$ cat src/rtl/csr_access_unit_pkg.sv
// csr_access_unit_pkg
//   Shared encodings for the CSR access unit. The unit and any block that
//   builds requests for it import this package:
//     - CSR_OP_* operation codes carried on req_op
//     - ECODE_ERTN / ECODE_IPE codes presented on the file's ecode port
//     - csr_state_t FSM state encoding
//     - next_pc() helper for the redirect after a CSR write
package csr_access_unit_pkg;

   localparam logic [2:0] CSR_OP_RD   = 3'd0;
   localparam logic [2:0] CSR_OP_WR   = 3'd1;
   localparam logic [2:0] CSR_OP_XCHG = 3'd2;
   localparam logic [2:0] CSR_OP_ERTN = 3'd3;
   localparam logic [2:0] CSR_OP_EXC  = 3'd4;

   // The register file recognises an exception return by this code alone.
   localparam logic [7:0] ECODE_ERTN  = 8'h3F;
   // Instruction privilege error.
   localparam logic [7:0] ECODE_IPE   = 8'h0E;

   typedef enum logic [1:0] {
      ST_IDLE   = 2'd0,
      ST_ACCESS = 2'd1,
      ST_RESP   = 2'd2,
      ST_FLUSH  = 2'd3
   } csr_state_t;

   // Redirect target after a CSR write; the sum wraps modulo 2^32.
   function automatic logic [31:0] next_pc(input logic [31:0] cur_pc, input logic [31:0] inc);
      return cur_pc + inc;
   endfunction

endpackage

$ cat src/rtl/csr_access_unit_if.sv
// csr_access_unit_if
//   Pipeline-side bundle of the CSR access unit.
//     req_*   : operation offered by execute (valid/ready handshake)
//     resp_*  : old CSR value returned to writeback (valid/ready handshake)
//     flush_* : one-cycle pipeline flush with redirect PC
//   Modports: master = execute/writeback side, slave = csr_access_unit.
interface csr_access_unit_if #(
   parameter int DEST_W = 5
);
   logic              req_valid;
   logic              req_ready;
   logic [2:0]        req_op;
   logic [13:0]       req_csr_num;
   logic [31:0]       req_wdata;
   logic [31:0]       req_mask;
   logic [DEST_W-1:0] req_dest;
   logic [31:0]       req_pc;
   logic [7:0]        req_ecode;
   logic              req_esubcode;
   logic [31:0]       req_vaddr;
   logic              resp_valid;
   logic              resp_ready;
   logic [31:0]       resp_rdata;
   logic [DEST_W-1:0] resp_dest;
   logic              flush_valid;
   logic [31:0]       flush_pc;

   modport master (
      output req_valid, req_op, req_csr_num, req_wdata, req_mask, req_dest,
             req_pc, req_ecode, req_esubcode, req_vaddr, resp_ready,
      input  req_ready, resp_valid, resp_rdata, resp_dest, flush_valid, flush_pc
   );

   modport slave (
      input  req_valid, req_op, req_csr_num, req_wdata, req_mask, req_dest,
             req_pc, req_ecode, req_esubcode, req_vaddr, resp_ready,
      output req_ready, resp_valid, resp_rdata, resp_dest, flush_valid, flush_pc
   );
endinterface

$ cat src/rtl/csr_access_unit.sv
// csr_access_unit
//   Serialising initiator for the CSR register file. Takes one CSR-class
//   operation at a time from execute (RD, WR, XCHG, ERTN, EXC), performs it
//   on the file's access/exception port in a single ACCESS cycle, returns the
//   old CSR value to writeback and/or issues a flush with redirect PC.
//   Pending interrupts seen while an operation is offered are turned into a
//   synthetic exception instead of accepting the operation.
//   Ports:
//     clk, rstn            clock, asynchronous active-low reset
//     pipe (slave)         request / response / flush bundle
//     csr_plv              current privilege level
//     csr_addr..csr_rdata  register-file access port
//     ex_en..vaddr         register-file exception port
//     has_int, int_ecode   pending interrupt from the file
//     new_pc, ex_entryPC   ERTN target and exception entry from the file
//   Optional feature macro: CSR_PRIV_CHECK_EN (RD/WR/XCHG/ERTN at csr_plv!=0
//   become an IPE exception).
module csr_access_unit
   import csr_access_unit_pkg::*;
#(
   parameter int DEST_W = 5,
   parameter int PC_INC = 4
) (
   input  logic             clk,
   input  logic             rstn,
   csr_access_unit_if.slave pipe,
   input  logic [1:0]       csr_plv,
   output logic [13:0]      csr_addr,
   output logic             csr_re,
   output logic             csr_we,
   output logic [31:0]      csr_wmask,
   output logic [31:0]      csr_wdata,
   input  logic [31:0]      csr_rdata,
   output logic             ex_en,
   output logic [7:0]       ecode,
   output logic             esubcode,
   output logic [31:0]      pc,
   output logic [31:0]      vaddr,
   input  logic             has_int,
   input  logic [7:0]       int_ecode,
   input  logic [31:0]      new_pc,
   input  logic [31:0]      ex_entryPC
);

   localparam logic [31:0] PC_INC_W = 32'(PC_INC);

   csr_state_t        state_r, state_nx;
   logic              started_r;
   logic              accept_s, take_int_s, priv_fault_s;
   logic [2:0]        op_r;
   logic [13:0]       num_r;
   logic [31:0]       wdata_r, mask_r, pc_r, vaddr_r, rdata_r, flush_pc_r;
   logic [DEST_W-1:0] dest_r;
   logic [7:0]        ecode_r;
   logic              esub_r;

`ifdef CSR_PRIV_CHECK_EN
   // Any non-exception operation issued from user privilege faults.
   assign priv_fault_s = (op_r != CSR_OP_EXC) && (csr_plv != 2'd0);
`else
   logic unused_plv_s;
   assign priv_fault_s = 1'b0;
   assign unused_plv_s = ^csr_plv;
`endif

   assign pipe.resp_valid  = (state_r == ST_RESP);
   assign pipe.resp_rdata  = rdata_r;
   assign pipe.resp_dest   = dest_r;
   assign pipe.flush_valid = (state_r == ST_FLUSH);
   assign pipe.flush_pc    = flush_pc_r;

   // State register; started_r keeps req_ready low during and right at reset.
   always_ff @(posedge clk or negedge rstn) begin
      if (!rstn) begin
         state_r   <= ST_IDLE;
         started_r <= 1'b0;
      end else begin
         state_r   <= state_nx;
         started_r <= 1'b1;
      end
   end

   // Next state, handshake and file-port drive. The file port is non-zero
   // only in ACCESS because the file decodes ecode without a qualifier.
   always_comb begin
      state_nx       = state_r;
      accept_s       = 1'b0;
      take_int_s     = 1'b0;
      pipe.req_ready = 1'b0;
      csr_addr       = 14'd0;
      csr_re         = 1'b0;
      csr_we         = 1'b0;
      csr_wmask      = 32'd0;
      csr_wdata      = 32'd0;
      ex_en          = 1'b0;
      ecode          = 8'd0;
      esubcode       = 1'b0;
      pc             = 32'd0;
      vaddr          = 32'd0;
      case (state_r)
         ST_IDLE: begin
            pipe.req_ready = started_r & ~has_int;
            if (started_r && pipe.req_valid) begin
               take_int_s = has_int;
               accept_s   = ~has_int;
               state_nx   = ST_ACCESS;
            end else begin
               state_nx = ST_IDLE;
            end
         end
         ST_ACCESS: begin
            if (priv_fault_s) begin
               ex_en    = 1'b1;
               ecode    = ECODE_IPE;
               pc       = pc_r;
               state_nx = ST_FLUSH;
            end else begin
               case (op_r)
                  CSR_OP_RD: begin
                     csr_addr = num_r;
                     csr_re   = 1'b1;
                     state_nx = ST_RESP;
                  end
                  CSR_OP_WR, CSR_OP_XCHG: begin
                     csr_addr  = num_r;
                     csr_re    = 1'b1;
                     csr_we    = 1'b1;
                     csr_wmask = (op_r == CSR_OP_WR) ? 32'hFFFF_FFFF : mask_r;
                     csr_wdata = wdata_r;
                     state_nx  = ST_RESP;
                  end
                  CSR_OP_ERTN: begin
                     ecode    = ECODE_ERTN;
                     state_nx = ST_FLUSH;
                  end
                  CSR_OP_EXC: begin
                     ex_en    = 1'b1;
                     ecode    = ecode_r;
                     esubcode = esub_r;
                     pc       = pc_r;
                     vaddr    = vaddr_r;
                     state_nx = ST_FLUSH;
                  end
                  default: begin
                     // Undefined opcode: drop it without side effects.
                     state_nx = ST_IDLE;
                  end
               endcase
            end
         end
         ST_RESP: begin
            if (pipe.resp_ready) begin
               state_nx = (op_r == CSR_OP_RD) ? ST_IDLE : ST_FLUSH;
            end else begin
               state_nx = ST_RESP;
            end
         end
         ST_FLUSH: begin
            state_nx = ST_IDLE;
         end
         default: begin
            state_nx = ST_IDLE;
         end
      endcase
   end

   // Request latch, old-value capture and redirect PC selection.
   always_ff @(posedge clk or negedge rstn) begin
      if (!rstn) begin
         op_r       <= CSR_OP_RD;
         num_r      <= 14'd0;
         wdata_r    <= 32'd0;
         mask_r     <= 32'd0;
         dest_r     <= '0;
         pc_r       <= 32'd0;
         ecode_r    <= 8'd0;
         esub_r     <= 1'b0;
         vaddr_r    <= 32'd0;
         rdata_r    <= 32'd0;
         flush_pc_r <= 32'd0;
      end else begin
         case (state_r)
            ST_IDLE: begin
               if (accept_s) begin
                  op_r    <= pipe.req_op;
                  num_r   <= pipe.req_csr_num;
                  wdata_r <= pipe.req_wdata;
                  mask_r  <= pipe.req_mask;
                  dest_r  <= pipe.req_dest;
                  pc_r    <= pipe.req_pc;
                  ecode_r <= pipe.req_ecode;
                  esub_r  <= pipe.req_esubcode;
                  vaddr_r <= pipe.req_vaddr;
               end else if (take_int_s) begin
                  op_r    <= CSR_OP_EXC;
                  pc_r    <= pipe.req_pc;
                  ecode_r <= int_ecode;
                  esub_r  <= 1'b0;
                  vaddr_r <= 32'd0;
               end
            end
            ST_ACCESS: begin
               if (priv_fault_s || (op_r == CSR_OP_EXC)) begin
                  flush_pc_r <= ex_entryPC;
               end else if (op_r == CSR_OP_ERTN) begin
                  flush_pc_r <= new_pc;
               end else begin
                  rdata_r <= csr_rdata;
               end
            end
            ST_RESP: begin
               if (pipe.resp_ready && (op_r != CSR_OP_RD)) begin
                  flush_pc_r <= next_pc(pc_r, PC_INC_W);
               end
            end
            default: begin
               flush_pc_r <= flush_pc_r;
            end
         endcase
      end
   end

endmodule

$ cat src/flat_wrapper.sv
// flat-port wrapper written by rule: the top's interface ports become plain ports
module csr_access_unit_flat import csr_access_unit_pkg::*;
#(
   parameter int DEST_W = 5,
   parameter int PC_INC = 4
)
  (clk, rstn, csr_plv, csr_addr, csr_re, csr_we, csr_wmask, csr_wdata, csr_rdata, ex_en, ecode, esubcode, pc, vaddr, has_int, int_ecode, new_pc, ex_entryPC, pipe_req_valid, pipe_req_op, pipe_req_csr_num, pipe_req_wdata, pipe_req_mask, pipe_req_dest, pipe_req_pc, pipe_req_ecode, pipe_req_esubcode, pipe_req_vaddr, pipe_resp_ready, pipe_req_ready, pipe_resp_valid, pipe_resp_rdata, pipe_resp_dest, pipe_flush_valid, pipe_flush_pc);
  csr_access_unit_if #(.DEST_W(DEST_W)) pipe_i ();
  input  logic clk;
  input  logic rstn;
  input  logic [1:0] csr_plv;
  output logic [13:0] csr_addr;
  output logic csr_re;
  output logic csr_we;
  output logic [31:0] csr_wmask;
  output logic [31:0] csr_wdata;
  input  logic [31:0] csr_rdata;
  output logic ex_en;
  output logic [7:0] ecode;
  output logic esubcode;
  output logic [31:0] pc;
  output logic [31:0] vaddr;
  input  logic has_int;
  input  logic [7:0] int_ecode;
  input  logic [31:0] new_pc;
  input  logic [31:0] ex_entryPC;
  input wire logic [$bits(pipe_i.req_valid)-1:0] pipe_req_valid;
  input wire logic [$bits(pipe_i.req_op)-1:0] pipe_req_op;
  input wire logic [$bits(pipe_i.req_csr_num)-1:0] pipe_req_csr_num;
  input wire logic [$bits(pipe_i.req_wdata)-1:0] pipe_req_wdata;
  input wire logic [$bits(pipe_i.req_mask)-1:0] pipe_req_mask;
  input wire logic [$bits(pipe_i.req_dest)-1:0] pipe_req_dest;
  input wire logic [$bits(pipe_i.req_pc)-1:0] pipe_req_pc;
  input wire logic [$bits(pipe_i.req_ecode)-1:0] pipe_req_ecode;
  input wire logic [$bits(pipe_i.req_esubcode)-1:0] pipe_req_esubcode;
  input wire logic [$bits(pipe_i.req_vaddr)-1:0] pipe_req_vaddr;
  input wire logic [$bits(pipe_i.resp_ready)-1:0] pipe_resp_ready;
  output wire logic [$bits(pipe_i.req_ready)-1:0] pipe_req_ready;
  output wire logic [$bits(pipe_i.resp_valid)-1:0] pipe_resp_valid;
  output wire logic [$bits(pipe_i.resp_rdata)-1:0] pipe_resp_rdata;
  output wire logic [$bits(pipe_i.resp_dest)-1:0] pipe_resp_dest;
  output wire logic [$bits(pipe_i.flush_valid)-1:0] pipe_flush_valid;
  output wire logic [$bits(pipe_i.flush_pc)-1:0] pipe_flush_pc;
  assign pipe_i.req_valid = pipe_req_valid;
  assign pipe_i.req_op = pipe_req_op;
  assign pipe_i.req_csr_num = pipe_req_csr_num;
  assign pipe_i.req_wdata = pipe_req_wdata;
  assign pipe_i.req_mask = pipe_req_mask;
  assign pipe_i.req_dest = pipe_req_dest;
  assign pipe_i.req_pc = pipe_req_pc;
  assign pipe_i.req_ecode = pipe_req_ecode;
  assign pipe_i.req_esubcode = pipe_req_esubcode;
  assign pipe_i.req_vaddr = pipe_req_vaddr;
  assign pipe_i.resp_ready = pipe_resp_ready;
  assign pipe_req_ready = pipe_i.req_ready;
  assign pipe_resp_valid = pipe_i.resp_valid;
  assign pipe_resp_rdata = pipe_i.resp_rdata;
  assign pipe_resp_dest = pipe_i.resp_dest;
  assign pipe_flush_valid = pipe_i.flush_valid;
  assign pipe_flush_pc = pipe_i.flush_pc;
  csr_access_unit #(.DEST_W(DEST_W), .PC_INC(PC_INC)) u_core (.clk(clk), .rstn(rstn), .pipe(pipe_i), .csr_plv(csr_plv), .csr_addr(csr_addr), .csr_re(csr_re), .csr_we(csr_we), .csr_wmask(csr_wmask), .csr_wdata(csr_wdata), .csr_rdata(csr_rdata), .ex_en(ex_en), .ecode(ecode), .esubcode(esubcode), .pc(pc), .vaddr(vaddr), .has_int(has_int), .int_ecode(int_ecode), .new_pc(new_pc), .ex_entryPC(ex_entryPC));
endmodule
$ cat config.mk
export PLATFORM = sky130hd
export DESIGN_NAME = csr_access_unit_flat
export DESIGN_NICKNAME = d
export VERILOG_FILES = /design/src/rtl/csr_access_unit_pkg.sv /design/src/rtl/csr_access_unit_if.sv /design/src/rtl/csr_access_unit.sv /design/src/flat_wrapper.sv
export SDC_FILE = /design/constraint.sdc
export NUM_CORES = 1
export LEC_CHECK = 0
export BUFFER_PORTS_ARGS = -buffer_cell sky130_fd_sc_hd__buf_2
export CAP_MARGIN = 20
export CORE_AREA = 4 4 190 192
export CTS_BUF_LIST = sky130_fd_sc_hd__clkbuf_4
export DETAILED_ROUTE_END_ITERATION = 7
export DIE_AREA = 0 0 194 196
export SETUP_SLACK_MARGIN = 0.4
export SYNTH_ARGS = -nofsm -noshare
export SYNTH_HDL_FRONTEND = slang
export SYNTH_SLANG_ARGS = --single-unit
$ cat constraint.sdc
create_clock -name clk -period 3 [get_ports clk]
set_input_delay 0.15 -clock clk [delete_from_list [all_inputs] [get_ports clk]]
set_output_delay 0.15 -clock clk [all_outputs]
set_load 0.02 [all_outputs]
==> impl_metrics.csv, run 1 <==
group,metric,value,unit
finish,post-route-util,52.2,%
clock_network,h_tree_lvl_count,3,
worst_setup_path,path_class,"reg -> out",
finish,num-fill-cells,3035,
worst_setup_path,crit_path_max_fanout,5,
yosys,yosys.area_share.xor_xnor,2.04,%
grt,antenna_found_initial,1,
finish,layout-drive-gt1-share,43.5,%
placement,post_placement_setup_slack,0.414,ns
power_and_ir_drop,peakVddDrop,0.000415,V
route,route.detailed.wl_per_inst,18.0,um
clock_network,clk_path_buf_depth,3,
timing,drv_slew,0,
die,number_of_placement_rows,68,
timing,rsz_0062_raised_after_global_routing,"yes",
yosys,synth_compound_area_share,6.86,%
timing,setup_violations,0,
finish,layout.cells.most_common_list,"sky130_fd_sc_hd__buf_2 (461), sky130_fd_sc_hd__dlygate4sd3_1 (265), sky130_fd_sc_hd__dfrtp_1 (223)",
placement,post-dp-hpwl,25900,um
timing,finalWorstPathRequiredPeriod,2.51,ns
timing,fin_setup_tns,0,ns
yosys,post_synth_main_area_contributors,"sky130_fd_sc_hd__dfrtp_1 (51%), sky130_fd_sc_hd__mux2_2 (12%), sky130_fd_sc_hd__mux2_4 (4.0%), sky130_fd_sc_hd__and3_1 (3.9%), sky130_fd_sc_hd__o21ai_0 (3.3%)",
yosys,synth-async-reset-ratio,100,%
yosys,post-synth-top-area-fraction,50.6,%
timing,post_route_fraction_of_the_period_consumed_by_the_critical_path,83.6,%
clock_network,clock_sink_count,226,
finish,most_common_cell_after_layout_fill_and_taps_aside,"sky130_fd_sc_hd__buf_2",
yosys,yosysTopAreaCell,"sky130_fd_sc_hd__dfrtp_1",
finish,seq_area,0.00566,sq mm
yosys,synth_top_family_by_area,"multiplexers",
grt,grt_pass1_wl,63900,um
worst_setup_path,reg2regPathDepth,8,
clock_network,tritoncts,"done",
worst_setup_path,crit_arrival,2.36,ns
worst_setup_path,timing.critical_path.to_type,"output port",
timing,layout_setup_ws,0.492,ns
yosys,postSynthNetCount,1300,
worst_setup_path,crit_path_start_kind,"register",
worst_setup_path,worst_ep_required_time,2.85,ns
timing,maxClockFrequency,399,MHz
yosys,postSynthRegisterBits,226,
yosys,synth_simple_gate_area_share,17.7,%
route,dr_iter_0_viols,385,
placement,gpl.final_weighted_congestion,0.831,
grt,overflow,0,
power_and_ir_drop,power_leakage,9.13,nW
route,detail-route-antenna-nets,0,
worst_setup_path,setup.reg_to_reg.worst_slack,0.51,ns
power_and_ir_drop,power_density,672,mW/mm^2
die,floorplan.initialDensity,32.5,%
yosys,yosysUniqueCellTypes,56,
die,top_level_ports,496,
clock_network,cts_root_buf,"sky130_fd_sc_hd__clkbuf_4",
yosys,number_of_warnings_reported_in_the_yosys_synthesis_log,0,
worst_setup_path,destination_of_the_critical_timing_path,"csr_wdata[19]",
yosys,leading_register_cell_type_out_of_synthesis,"sky130_fd_sc_hd__dfrtp_1",
timing,timing.clock.skew,0.0277,ns
die,core_region_area,0.0344,sq mm
die,fp.dieW,194,um
yosys,synth.yosys.seq_area_share,50.6,%
yosys,syn_area,0.0112,sq mm
clock_network,tritoncts.num_buffers,66,
route,detail_route.wirelength,41500,um
route,vias,10943,
grt,grt_use_total,20.7,%
finish,flow.area_growth_from_synthesis,60.4,%
placement,io_buffer_count,493,
timing,worstMarginPinSlew,0.742,ns
clock_network,clock_latency,0.70,ns
yosys,synth-adder-area-share,0.559,%
status,outcome,"finished, final reports clean",
worst_setup_path,r2r-start,"u_core.op_r[0]",
worst_setup_path,startpoint,"u_core.state_r[1]",
worst_setup_path,worst_r2r_endpoint,"u_core.pipe.flush_pc[11]",
yosys,synth-edff-count,0,
finish,net_total_in_the_final_layout,2081,
route,route.detailed.drc,0,
timing,max_slew_margin,50.5,%
finish,multi_input_area,0.00522,sq mm
worst_hold_path,worstHoldPathType,"in -> async",
yosys,syn_inst,1025,
job,number_of_maximum_capacitance_violations,0,
power_and_ir_drop,report.power.total,0.0121,W
route,number_of_detailed_routing_iterations_run_before_antenna_repair,4,
route,post_drt_via_cell_ratio,4.76,
clock_network,cts.reportedPaths.clkPinSlew,0.06,ns
yosys,synth.mux.area_fraction,19.0,%
timing,hold_violations,0,
die,area_of_the_die,0.0380,sq mm
yosys,synth_area_per_cell,10.9,sq um
grt,grt_pass1_vias,11886,
grt,maximum_number_of_pins_on_one_net_before_global_route_repair,122,
die,fp.dieH,196,um
==> where the power goes <==
part | internal [W] | total (W) | switching [W]
Combinational | 0.00213 | 0.00447 | 0.00234
Sequential | 0.00404 | 0.00472 | 0.000683
Clock | 0.00152 | 0.00286 | 0.00134
Total | 0.00769 | 0.0121 | 0.00436
==> critical path: stages, from the launching register on <==
cell and delay [ns]:
sky130_fd_sc_hd__dfrtp_1 0.38, sky130_fd_sc_hd__inv_2 0.09, sky130_fd_sc_hd__ha_4 0.15, sky130_fd_sc_hd__clkinvlp_4 0.10, sky130_fd_sc_hd__a211oi_2 0.20, sky130_fd_sc_hd__o21ai_2 0.13, sky130_fd_sc_hd__inv_4 0.14, sky130_fd_sc_hd__buf_12 0.13
sky130_fd_sc_hd__and2_1 0.18, sky130_fd_sc_hd__buf_4 0.17
==> Yosys cell counts, drive strengths merged (2+ instances only) <==
library cell and number:
xor2 19, mux2i 34, nand3 16, a21oi 22, inv 8, and2 51
and3b 2, buf 22, dfrtp 226, o31ai 2, o21ai 77, nand2 70
nor3 14, a21o 2, nand4 11, ha 5, and3 70, nor3b 2
clkbuf 55, a211oi 7, nor4 5, nand2b 35, a2bb2oi 8, xnor2 7
mux2 148, nor2 88
==> logic make-up after synthesis <==
group | Yosys count
DFF | 226
buffers and inverters | 85
and+or+nand+nor | 371
xor gates and xnor gates | 26
adders and majority gates | 5
AOI/OAI and AO/OA | 129
muxes | 182
other | 1
==> metal layers <==
metal	part of all wire, %	GRT usage [%]	routed length (um)	vias up
met5	0	0	0	-
met4	3.8	9.11	1600	0
met3	6.4	5.48	2680	108
met2	50	35.5	20600	461
met1	40	24.6	16700	5236
li1	-	-	-	5138
==> layout make-up <==
| cell class | count | area share, % |
|---|---|---|
| repair buffers | 790 | 31.6 |
| flip-flops and latches | 226 | 31.5 |
| multi-input cells | 714 | 29.1 |
| clock buffers | 95 | 3.98 |
| well taps | 455 | 3.17 |
| clock inverters | 11 | 0.405 |
| inverters | 8 | 0.202 |
| diodes | 2 | 0.0279 |
==> worst min path at each step <==
stage / end / cells after the start
4_1_cts: u_core.state_r[0] / 4
6_report: u_core.ecode_r[7] / 2
3_5_place_dp: u_core.ecode_r[7] / 1
5_1_grt: u_core.state_r[0] / 4
3_3_place_gp: u_core.vaddr_r[7] / 1
2_1_floorplan: u_core.ecode_r[0] / 0
==> state kept, by name, indices dropped and copies added, names as in the netlist <==
register / count
u_core.pipe.resp_rdata: 32
u_core.pipe.resp_dest: 5
u_core.mask_r: 32
u_core.ecode_r: 8
u_core.started_r: 1
u_core.state_r: 2
u_core.vaddr_r: 32
u_core.pipe.flush_pc: 32
u_core.op_r: 3
u_core.pc_r: 32
u_core.wdata_r: 32
u_core.esub_r: 1
u_core.num_r: 14
==> what timing repair did <==
| item | CTS | global route |
|---|---|---|
| hold buffers | 265 | 0 |
| endpoints found under the hold margin | 408 | 0 |
| gates cloned | 2 | 4 |
| pin swaps | 2 | 5 |
| gates resized for setup | 20 | 36 |
| buffers inserted | 3 | 4 |
| setup endpoints to repair | 152 | 159 |
==> metrics by stage <==
stage | instances | hold slack (ns) | cell area, sq um
3_5_place_dp | 1915 | 0.241 | 14200
5_1_grt | 2300 | 0.0743 | 17900
6_report | 2301 | 0.0958 | 17900
4_1_cts | 2291 | 0.0264 | 17700
3_3_place_gp | 1915 | 0.243 | 14200
2_1_floorplan | 1025 | -0.146 | 11200
Power figures use the tool's default switching activity.
==> inputs of run 2 (changes only) <==
ABC_AREA = 1   (was default)
clock period = 2.6 ns   (was 3 ns; I/O delays follow)
==> run 2 against run 1 <==
  * Sequential share of layout area down 3.6 points
  * Via count increased by 27%
  * Routed wire length increased by 31%
  * Final area grew 13%
  * Flip-flop and latch count is the same
  * First-iteration DRC count up 81%
  * Register-to-register slack got worse by 0.11 ns
  * Clock power up 23%
  * Synthesized area shrank 0.85%
  * Global-route usage is 5.5 points higher
  * Worst hold slack gained 0.035 ns
  * Largest power group is now combinational cells
  * Highest routed layer unchanged
==> impl_metrics.csv, run 2 <==
group,metric,value,unit
yosys,number_of_warnings_reported_in_the_yosys_synthesis_log,0,
route,detail_route.wirelength,54300,um
timing,drv_slew,0,
yosys,post_synth_main_area_contributors,"sky130_fd_sc_hd__dfrtp_1 (51%), sky130_fd_sc_hd__nor2_1 (10%), sky130_fd_sc_hd__nand2_1 (9.4%), sky130_fd_sc_hd__inv_1 (6.3%), sky130_fd_sc_hd__a21oi_1 (5.8%)",
grt,antenna_found_initial,6,
route,route.detailed.wl_per_inst,19.1,um
yosys,syn_area,0.0111,sq mm
worst_setup_path,worst_ep_required_time,2.47,ns
clock_network,h_tree_lvl_count,3,
clock_network,clk_path_buf_depth,3,
placement,io_buffer_count,493,
worst_setup_path,setup.reg_to_reg.worst_slack,0.40,ns
timing,setup_violations,0,
timing,rsz_0062_raised_after_global_routing,"yes",
timing,post_route_fraction_of_the_period_consumed_by_the_critical_path,92.9,%
clock_network,tritoncts.num_buffers,68,
timing,hold_violations,0,
job,number_of_maximum_capacitance_violations,0,
route,dr_iter_0_viols,697,
die,top_level_ports,496,
worst_setup_path,timing.critical_path.to_type,"output port",
timing,timing.clock.skew,0.0499,ns
yosys,post-synth-top-area-fraction,51.0,%
route,vias,13925,
worst_setup_path,startpoint,"u_core.op_r[1]",
route,route.detailed.drc,0,
yosys,synth.yosys.seq_area_share,51.0,%
yosys,leading_register_cell_type_out_of_synthesis,"sky130_fd_sc_hd__dfrtp_1",
yosys,syn_inst,1465,
power_and_ir_drop,power_density,722,mW/mm^2
grt,overflow,0,
finish,flow.area_growth_from_synthesis,82.6,%
finish,most_common_cell_after_layout_fill_and_taps_aside,"sky130_fd_sc_hd__buf_2",
worst_setup_path,path_class,"reg -> out",
route,detail-route-antenna-nets,0,
yosys,yosys.cell_count.top_type,"sky130_fd_sc_hd__nor2_1",
timing,fin_setup_tns,0,ns
yosys,synth-edff-count,0,
worst_setup_path,reg2regPathDepth,10,
grt,maximum_number_of_pins_on_one_net_before_global_route_repair,81,
yosys,postSynthNetCount,1740,
grt,grt_pass1_vias,14536,
placement,post-dp-hpwl,31700,um
placement,post_placement_setup_slack,0.437,ns
yosys,synth-async-reset-ratio,100,%
die,area_of_the_die,0.0380,sq mm
worst_setup_path,crit_arrival,2.29,ns
clock_network,cts.reportedPaths.clkPinSlew,0.06,ns
grt,grt_pass1_wl,79300,um
die,fp.dieW,194,um
status,outcome,"finished, final reports clean",
route,post_drt_via_cell_ratio,4.90,
timing,finalWorstPathRequiredPeriod,2.42,ns
clock_network,tritoncts,"done",
yosys,postSynthRegisterBits,226,
placement,gpl.final_weighted_congestion,0.938,
grt,grt_use_total,26.2,%
clock_network,cts_root_buf,"sky130_fd_sc_hd__clkbuf_4",
worst_setup_path,crit_path_start_kind,"register",
worst_setup_path,r2r-start,"u_core.state_r[1]",
power_and_ir_drop,peakVddDrop,0.000386,V
worst_setup_path,worst_r2r_endpoint,"u_core.op_r[0]",
clock_network,clock_sink_count,226,
die,floorplan.initialDensity,32.3,%
worst_hold_path,worstHoldPathType,"in -> reg",
yosys,yosysUniqueCellTypes,32,
timing,maxClockFrequency,414,MHz
worst_setup_path,destination_of_the_critical_timing_path,"csr_wdata[19]",
yosys,synth_area_per_cell,7.57,sq um
power_and_ir_drop,power_leakage,10.0,nW
route,number_of_detailed_routing_iterations_run_before_antenna_repair,5,
yosys,ys_top_cells_by_count,"sky130_fd_sc_hd__nor2_1 (306), sky130_fd_sc_hd__nand2_1 (278), sky130_fd_sc_hd__dfrtp_1 (226)",
yosys,yosysTopAreaCell,"sky130_fd_sc_hd__dfrtp_1",
finish,layout.cells.most_common_list,"sky130_fd_sc_hd__buf_2 (356), sky130_fd_sc_hd__dlygate4sd3_1 (313), sky130_fd_sc_hd__nand2_1 (275)",
die,number_of_placement_rows,68,
die,core_region_area,0.0344,sq mm
finish,net_total_in_the_final_layout,2616,
timing,layout_setup_ws,0.184,ns
worst_setup_path,crit_path_max_fanout,8,
power_and_ir_drop,report.power.total,0.0146,W
clock_network,clock_latency,0.75,ns
die,fp.dieH,196,um
finish,layout-drive-gt1-share,33.7,%
==> run 2: cell types whose count changed after synthesis, sizes merged, moves of 63 or more <==
| cell | delta |
|---|---|
| nor2 | +225 |
| nand2 | +213 |
| inv | +182 |
| mux2 | -143 |
| a21oi | +106 |
| and3 | -70 |
| nand3 | +63 |
==> run 2: layout make-up <==
class | count | area, sq um
Multi-Input combinational cell | 969 | 5080
Fill cell | 2840 | 14100
Clock inverter | 16 | 134
Tap cell | 455 | 569
Sequential cell | 226 | 5660
Timing Repair inverter | 4 | 53.8
Inverter | 190 | 762
Clock buffer | 93 | 698
Timing Repair Buffer | 882 | 7260
Antenna cell | 7 | 17.5
==> run 2: per-layer routing <==
metal	vias up	wire length [um]	track usage, %
met5	-	0	0
met4	0	2780	13.3
met3	185	4140	7.01
met2	784	27600	46.3
met1	6557	19700	29.1
li1	6399	-	-
==> run 2: what timing repair did <==
action                                 CTS  global route
endpoints found under the hold margin  451             0
gates cloned                             9             6
resized for setup                      280           187
pin swaps                                4            10
hold buffers                           315             0
setup endpoints to repair              154           194
setup buffers                           10            24
==> run 2: how the worst min path moves through the flow <==
stage,endpoint,slack (ns),from,cells after the start
after floorplan,u_core.ecode_r[0],-0.17,rstn,0
after global placement,u_core.pipe.flush_pc[25],0.11,rstn,1
after detailed placement,u_core.pipe.flush_pc[24],0.11,rstn,1
after CTS,u_core.pipe.resp_rdata[25],0.05,csr_rdata[25],4
after global routing,u_core.pipe.resp_rdata[24],0.08,csr_rdata[24],4
final,u_core.pipe.resp_dest[1],0.13,pipe_req_dest[1],3
==> run 2: per-stage QoR <==
step	hold slack [ns]	cell area, sq um	utilization (%)	cells
2_1_floorplan	-0.166	11100	-	1465
3_3_place_gp	0.108	14100	41.0	2363
3_5_place_dp	0.106	14100	41.0	2363
4_1_cts	0.0535	19200	56.0	2806
5_1_grt	0.0789	20200	58.9	2841
6_report	0.131	20200	58.9	2842
==> run 2: cell families (layout without fill, tap and decap cells) <==
logic type      Yosys count  after routing  synth area share, %
simple gates            679            679                 24.6
compound gates          278            278                 13.4
buf+inv                 270           1185                 9.80
flops                   226            226                 51.0
fa+ha+maj                 5              5                0.564
mux                       5              5                0.508
other cells               1              8               0.0338
xor+xnor                  1              1               0.0790
==> run 2: power by group <==
part / internal, W / switching (W)
sequential: 0.00463 / 0.000582
clock: 0.00185 / 0.00165
combinational: 0.00224 / 0.00366
total: 0.00872 / 0.00589
==> run 2: critical path, cell delays in order (launching register included) <==
cell	delay (ns)
sky130_fd_sc_hd__dfrtp_2	0.44
sky130_fd_sc_hd__nand2_2	0.11
sky130_fd_sc_hd__inv_2	0.06
sky130_fd_sc_hd__nor2_4	0.09
sky130_fd_sc_hd__nand2_2	0.08
sky130_fd_sc_hd__nor2_4	0.15
sky130_fd_sc_hd__bufinv_16	0.23
sky130_fd_sc_hd__buf_4	0.15
sky130_fd_sc_hd__nor2_4	0.13
sky130_fd_sc_hd__buf_6	0.14
